**src/rtl/riscv_processor.sv**
```systemverilog
// riscv_processor: single-cycle RV32I core, CPI=1.
// Harvard ports: combinational ROM fetch, combinational-read data port.
module riscv_processor #(
  parameter int unsigned     XLEN     = 32,
  parameter logic [XLEN-1:0] RESET_PC = '0
) (
  input  logic            clk_i,
  input  logic            rst_i,
  output logic [XLEN-1:0] ProgAddress_o,
  input  logic [31:0]     ProgIn_i,
  output logic [XLEN-1:0] DataAddress_o,
  output logic [XLEN-1:0] DataOut_o,
  input  logic [XLEN-1:0] DataIn_i,
  output logic            we_o
);

  localparam logic [6:0] OP_LUI = 7'h37;
  localparam logic [6:0] OP_AUI = 7'h17;
  localparam logic [6:0] OP_JAL = 7'h6F;
  localparam logic [6:0] OP_JLR = 7'h67;
  localparam logic [6:0] OP_BR  = 7'h63;
  localparam logic [6:0] OP_LD  = 7'h03;
  localparam logic [6:0] OP_ST  = 7'h23;
  localparam logic [6:0] OP_IMM = 7'h13;
  localparam logic [6:0] OP_REG = 7'h33;

  logic [31:0] pc_q, pc_d, pc_p4;
  logic [31:0] rf_q [32];

  logic [6:0]  op;
  logic [4:0]  rd, rs1, rs2;
  logic [2:0]  f3;
  logic [31:0] imm_i, imm_s, imm_b, imm_u, imm_j;
  logic [31:0] rs1_v, rs2_v;
  logic [31:0] alu_b, alu_y, ea, jlr_t, ld_v, wb_d;
  logic [15:0] ld_sh;
  logic        alu_alt, br_take, wb_en_d, is_st;

  assign op    = ProgIn_i[6:0];
  assign rd    = ProgIn_i[11:7];
  assign f3    = ProgIn_i[14:12];
  assign rs1   = ProgIn_i[19:15];
  assign rs2   = ProgIn_i[24:20];
  assign imm_i = {{20{ProgIn_i[31]}}, ProgIn_i[31:20]};
  assign imm_s = {{20{ProgIn_i[31]}}, ProgIn_i[31:25], ProgIn_i[11:7]};
  assign imm_b = {{20{ProgIn_i[31]}}, ProgIn_i[7], ProgIn_i[30:25],
                  ProgIn_i[11:8], 1'b0};
  assign imm_u = {ProgIn_i[31:12], 12'h000};
  assign imm_j = {{12{ProgIn_i[31]}}, ProgIn_i[19:12], ProgIn_i[20],
                  ProgIn_i[30:21], 1'b0};

  assign rs1_v = (rs1 == 5'd0) ? '0 : rf_q[rs1];
  assign rs2_v = (rs2 == 5'd0) ? '0 : rf_q[rs2];
  assign pc_p4 = pc_q + 32'd4;
  assign ea    = rs1_v + ((op == OP_ST) ? imm_s : imm_i);
  assign jlr_t = rs1_v + imm_i;

  always_comb begin
    alu_b   = (op == OP_REG) ? rs2_v : imm_i;
    alu_alt = ProgIn_i[30] & ((op == OP_REG) | (f3 == 3'd5));
    alu_y   = '0;
    unique case (f3)
      3'd0: alu_y = alu_alt ? rs1_v - alu_b : rs1_v + alu_b;
      3'd1: alu_y = rs1_v << alu_b[4:0];
      3'd2: alu_y = {31'b0, $signed(rs1_v) < $signed(alu_b)};
      3'd3: alu_y = {31'b0, rs1_v < alu_b};
      3'd4: alu_y = rs1_v ^ alu_b;
      3'd5: alu_y = alu_alt ? 32'($signed(rs1_v) >>> alu_b[4:0])
                            : rs1_v >> alu_b[4:0];
      3'd6: alu_y = rs1_v | alu_b;
      3'd7: alu_y = rs1_v & alu_b;
    endcase
  end

  always_comb begin
    br_take = 1'b0;
    unique case (f3)
      3'd0:    br_take = rs1_v == rs2_v;
      3'd1:    br_take = rs1_v != rs2_v;
      3'd4:    br_take = $signed(rs1_v) < $signed(rs2_v);
      3'd5:    br_take = $signed(rs1_v) >= $signed(rs2_v);
      3'd6:    br_take = rs1_v < rs2_v;
      3'd7:    br_take = rs1_v >= rs2_v;
      default: br_take = 1'b0;
    endcase
  end

  // Little-endian lane select before extension.
  assign ld_sh = 16'(DataIn_i >> {ea[1:0], 3'b000});

  always_comb begin
    ld_v = DataIn_i;
    unique case (f3)
      3'd0:    ld_v = {{24{ld_sh[7]}}, ld_sh[7:0]};
      3'd1:    ld_v = {{16{ld_sh[15]}}, ld_sh};
      3'd4:    ld_v = {24'h0, ld_sh[7:0]};
      3'd5:    ld_v = {16'h0, ld_sh};
      default: ld_v = DataIn_i;
    endcase
  end

  always_comb begin
    pc_d    = pc_p4;
    wb_en_d = 1'b0;
    wb_d    = alu_y;
    is_st   = 1'b0;
    unique case (1'b1)
      op == OP_LUI: begin
        wb_en_d = 1'b1;
        wb_d    = imm_u;
      end
      op == OP_AUI: begin
        wb_en_d = 1'b1;
        wb_d    = pc_q + imm_u;
      end
      op == OP_JAL: begin
        wb_en_d = 1'b1;
        wb_d    = pc_p4;
        pc_d    = pc_q + imm_j;
      end
      op == OP_JLR: begin
        wb_en_d = 1'b1;
        wb_d    = pc_p4;
        pc_d    = {jlr_t[31:1], 1'b0};
      end
      op == OP_BR: begin
        if (br_take) pc_d = pc_q + imm_b;
      end
      op == OP_LD: begin
        wb_en_d = 1'b1;
        wb_d    = ld_v;
      end
      op == OP_ST: is_st = 1'b1;
      op == OP_IMM,
      op == OP_REG: wb_en_d = 1'b1;
      default: ;
    endcase
  end

  always_ff @(posedge clk_i or negedge rst_i) begin
    if (!rst_i) begin
      pc_q <= RESET_PC;
      for (int i = 0; i < 32; i++) rf_q[i] <= '0;
    end else begin
      pc_q <= pc_d;
      if (wb_en_d && rd != 5'd0) rf_q[rd] <= wb_d;
    end
  end

  // Data port is forced quiet while reset is asserted.
  assign ProgAddress_o = pc_q;
  assign we_o          = rst_i & is_st;
  assign DataAddress_o = rst_i ? ea : '0;
  assign DataOut_o     = rst_i ? rs2_v : '0;

endmodule

```
**config.mk**
```make
export PLATFORM = sky130hd
export DESIGN_NAME = riscv_processor
export DESIGN_NICKNAME = d
export VERILOG_FILES = /design/src/rtl/riscv_processor.sv
export SDC_FILE = /design/constraint.sdc
export NUM_CORES = 2
export LEC_CHECK = 0
export ABC_AREA = 1
export BUFFER_PORTS_ARGS = -buffer_cell sky130_fd_sc_hd__buf_2
export CORE_MARGIN = 4
export CORE_UTILIZATION = 35
export CTS_CLUSTER_DIAMETER = 200
export DETAILED_ROUTE_END_ITERATION = 10
export PLACE_DENSITY = 0.53
export SYNTH_ARGS = -nofsm -noshare
export SYNTH_HDL_FRONTEND = slang
export SYNTH_SLANG_ARGS = --single-unit
```
**constraint.sdc**
```tcl
create_clock -name clk_i -period 15 [get_ports clk_i]
set_input_delay 2.25 -clock clk_i [delete_from_list [all_inputs] [get_ports clk_i]]
set_output_delay 2.25 -clock clk_i [all_outputs]
set_load 0.005 [all_outputs]
```
* After elaboration in Yosys (flattened, before gate mapping)
Index checks and enable logic that the tools add are counted.
** Cells by class
- Add/subtract/negate cells :: 8
- Magnitude comparators :: 10
- Eq/ne operators :: 18
- Shift-type cells :: 4
- Mux-type cells :: 25
- Bitwise operators :: 9
- Reductions and logical operators :: 8
** Operators with widths (number)
- $bwmux W1024 :: 1
- $mux W32 :: 13
- $bmux W32 S5 :: 2
- $pmux W32 S4 :: 2
- $pmux W32 S8 :: 1
- $add A32 B32 Y32 :: 6
- $demux W32 S5 :: 1
- $lt A32 B32 Y1 :: 4
- $pmux W32 S3 :: 1
- $ge A32 B32 Y1 :: 2
- $add A32 B3 Y32 const B :: 1
- $and A32 B32 Y32 :: 1
- $eq A32 B32 Y1 :: 1
- $ne A32 B32 Y1 :: 1
- $or A32 B32 Y32 :: 1
- $shl A32 B5 Y32 :: 1
- $shr A32 B5 Y16 :: 1
- $shr A32 B5 Y32 :: 1
- $sshr A32 B5 Y32 :: 1
- $sub A32 B32 Y32 :: 1
- $xor A32 B32 Y32 :: 1
- $eq A7 B6 Y1 const B :: 3
- $eq A7 B7 Y1 const B :: 3
- $ge A6 B6 Y1 const B :: 3
- other kinds (18) :: 29
** Storage, ports and cells
- Register bits after elaboration :: 1056
- Input port bits :: 66
- Output and inout bits :: 97
- Word-level logic and storage cells :: 115

* Longest topological paths before layout
- Depth after elaboration :: 11
- Depth in mapped cells :: 36
- Gate-level depth less buffers :: 30

* Least setup slack after synthesis
OpenSTA, ideal clock, no wires.
- Kind :: in2out
- From :: input ProgIn_i[22]
- To :: output DataAddress_o[31]
- Arrival time :: 5669 ps
- Data required time :: 12750 ps
- Path slack :: 7081 ps
- Stages :: 25
- Buffers on the path :: 5
- Path through :: buf_2 -> clkbuf_1 -> buf_1 -> clkbuf_1 -> buf_1 -> nand2_1 -> o21ai_0 -> ha_1 -> a21oi_1 -> inv_1 -> a31oi_1 -> inv_1 -> nand2_1 -> inv_1 -> nor2_1 -> nor2_1 -> nor2_1 -> inv_1 -> a21oi_1 -> inv_1 -> a21boi_0 -> nor3_1 -> nor3_1 -> o21ai_0 -> a21oi_1
** Between the ends
- Longest elaborated chain between the ends :: 3
** Ends and longest elaborated chain
- from (decl) :: RTL line 10 : input logic [31:0] ProgIn_i,
- $mux W5 :: RTL line 55 : assign ea = rs1_v + ((op == OP_ST) ? imm_s : imm_i);
- $add A32 B32 Y32 :: RTL line 55
- $mux W32 :: RTL line 153 : assign DataAddress_o = rst_i ? ea : '0;
- to (decl) :: RTL line 11 : output logic [XLEN-1:0] DataAddress_o,
Every way passes these cells.

* Worst setup path in the final report
- From :: input ProgIn_i[18]
- To :: output DataAddress_o[31]
** Between the ends
- Longest elaborated chain between the ends :: 7
- Elaborated cells on any way between the ends :: 8
- Those cells by class :: 1 x add/sub; 5 x mux; 1 x bitwise; 1 x reduce/logical
** Ends and longest elaborated chain
- $not A5 Y6 (not written as such) :: RTL line 52 : assign rs1_v = (rs1 == 5'd0) ? '0 : rf_q[rs1];
- $bmux W32 S5 :: RTL line 52
- $mux W32 (not written as such) (2 in series) :: RTL line 52
- $mux W32 (*) :: RTL line 52
- $add A32 B32 Y32 (*) :: RTL line 55
- $mux W32 (*) :: RTL line 153
Every way passes the cells marked *; elsewhere a longest branch is shown, timed or not. The select of a mux whose other input is x is not followed.

==> summary.txt <==
status = completed
post-detailed-route via-to-cell ratio = 6.12
pwr dens = 111 nW/um2
initial core utilization = 35.2%
worst-case clock skew = 0.0481 ns
Tcrit/Tclk final = 73.6%
top post-synthesis cells by area = dfrtp_1 33%, nand2_1 17%, nand3_1 11%
vias = 90400
Worst Hold Class = reg -> reg
syn_nets = 12300
Rows = 174
Max H-tree Level = 4
CP arrival = 8.79 ns
DP Wirelength = 283000 um
Worst Reg-to-Reg Cells = 28
Gate Count Post-Synth = 12000
sequential share of power = 34.0%
antenna violations before repair = 25
count of yosys warnings during synthesis = 0
fmax = 90.6 MHz
main combinational cell family by area after synthesis = simple AND/OR/NAND/NOR gates
Max-slew headroom = 12.8%
Clock transition at path regs = 0.05 ns
final net count = 11900
WL per Instance = 29.7 um
fin crit period = 11.04 ns
antenna-violating nets left = 0
WS Path Type = in -> out
leakage = 42.7 nW
RePlAce Congestion = 1.01
ys flop type = dfrtp_1
Yosys top cell area share = 33.4%
data required time of the worst path = 12.75 ns
Synth Area in Compound Gates = 19.3%
hold path cells = 0
Post-Syn Area = 79100 um2
drt total wl = 439000 um
Num CTS Buffers = 137
setup_tns = 0 ns
Sw Ratio = 39.9%
worst IR drop on VDD = 0.121 mV
total power = 9.60 mW
Critical Path Fanout Max = 29
layout cells sized above 1 = 7.22%
grt ovf = 0
DR pass1 iterations = 7
final count of hold timing violations = 0
Die Y = 484 um
Clock power frac = 35.3%
gr usage total = 35.9%
Yosys reg bits = 1055
post-CTS setup buffers = 0
CTS max path bufs = 3
Residual DRC = 0
multiplexer share of the synthesized area = 0.139%
register area share after synthesis = 33.4%
number of port buffers = 161
1st-iter DRT viols = 14000
Worst setup EP type = output pin
max cap viols = 0
Comb pwr share = 30.8%
number of hold buffers added after cts = 0
Distinct cells, synth = 65
first-pass GRT wire length = 619000 um
cts repair resizes = 0
Max Transition Viols Final = 0
worst slew pin tran = 1.31 ns
Die W = 484 um
post-synthesis xor/xnor area fraction = 0.952%
hold slack = 0.378 ns
Final setup viols = 0
Num Clock Sinks = 1055
Startpoint Class = input port
vias in the first global route = 84400
most common library cells after synthesis = 3483 x nand2_1, 1702 x nand3_1, 1055 x dfrtp_1
Synth Area in Simple Gates = 32.3%
Avg Inst Size Synth = 6.57 um2
worst-skew pair later-pin latency = 0.83 ns
Post-synth EDFFs = 0
Post-Synth Adder-Cell Area = 3.64%
Synth async-reset ratio = 100%
CP max stage delay = 0.59 ns
slowest CP cell = buf_4
Root Buffer = clkbuf_16
CP most frequent cell = inv_1
cell internal pwr = 5.77 mW
Core Region = 225000 um2
NetSw = 3.83 mW
most frequent cell after synthesis = nand2_1
io pins = 163
top cell type by total area after synthesis = dfrtp_1
largest net degree at the start of global routing = 212
area grow syn2layout = 9.16%
CTS tree = done
unrepaired setup endpoints after global routing = no
Die ar. = 234000 um2
## critical path: cells and delay by family
family	cells	cell delay, ns
compound gates	7	1.16
fa+ha+maj	1	0.30
buf+inv	11	2.74
simple gates	11	2.18
## sequential cells by signal, summed over array words and instances (netlist names)
register       count
ProgAddress_o     31
rf_q            1024
## per-layer routing
metal / up-vias / track usage (%) / wire length (um)
li1: 39400 / - / -
met1: 43600 / 46.6 / 170000
met2: 6167 / 53.7 / 187000
met3: 1240 / 10.1 / 52700
met4: 18 / 20.3 / 28500
met5: - / 0 / 168
## per-stage QoR
| step | setup slack [ns] | cell area [um2] | util [%] | instances |
|---|---|---|---|---|
| 3_5_place_dp | 4.23 | 81900 | 36.4 | 14500 |
| 4_1_cts | 4.22 | 86400 | 38.4 | 14700 |
| 5_1_grt | 3.74 | 86400 | 38.4 | 14700 |
| 6_report | 3.96 | 86400 | 38.4 | 14800 |
| 2_1_floorplan | 7.08 | 79100 | - | 12000 |
| 3_3_place_gp | 4.11 | 81900 | 36.4 | 14500 |
## cells by family after synthesis
group	Yosys count
buf+inv	1931
mux	11
xor+xnor	86
fa+ha+maj	226
simple gates	6027
other cells	1
compound gates	2705
flops	1055
## cells in the final DEF, fill, tap and decap left out, types with 24 or more instances in the layout
| cell | count |
|---|---|
| nand2_1 | 3476 |
| nand3_1 | 1698 |
| dfrtp_1 | 1055 |
| o21ai_0 | 997 |
| a21oi_1 | 953 |
| inv_1 | 904 |
| nor2_1 | 574 |
| o211ai_1 | 363 |
| buf_4 | 265 |
| ha_1 | 219 |
| buf_2 | 152 |
| clkbuf_16 | 141 |
| o21ai_1 | 108 |
| nand4_1 | 71 |
| xor2_1 | 65 |
| nor3_1 | 56 |
| inv_2 | 51 |
| a22oi_1 | 48 |
| clkbuf_1 | 36 |
| o221ai_1 | 34 |
| o22ai_1 | 30 |
| or2_2 | 28 |
| nand3_2 | 26 |
| a31oi_1 | 25 |
| clkbuf_8 | 24 |
## worst paths after layout
kind | endpoint | slack [ns] | from
max | DataAddress_o[31] | 3.96 | ProgIn_i[18]
min | rf_q[1015] | 0.38 | rf_q[1015]
max reg2reg | rf_q[318] | 7.77 | rf_q[66]
min reg2reg | rf_q[1015] | 0.38 | rf_q[1015]
max in group asynchronous | rf_q[629] | 8.72 | rst_i
min in group asynchronous | rf_q[976] | 1.39 | rst_i
## layout make-up
class | instances | area [um2]
Clock inverter | 35 | 448
Inverter | 972 | 3680
Timing Repair Buffer | 432 | 3020
Sequential cell | 1055 | 26400
Antenna cell | 16 | 40.0
Fill cell | 23800 | 138000
Tap cell | 2992 | 3740
Clock buffer | 201 | 3990
Multi-Input combinational cell | 9056 | 45100
## power by group through the flow
stage	registers [mW]	clock network [mW]	logic [mW]
after detailed placement	3.29	0	2.85
after floorplan	3.16	0	1.79
after global routing	3.26	3.51	3.17
after global placement	3.29	0	2.85
final	3.26	3.38	2.95
after CTS	3.24	3.40	2.86
Note: power is estimated with default switching activity, not from simulation.
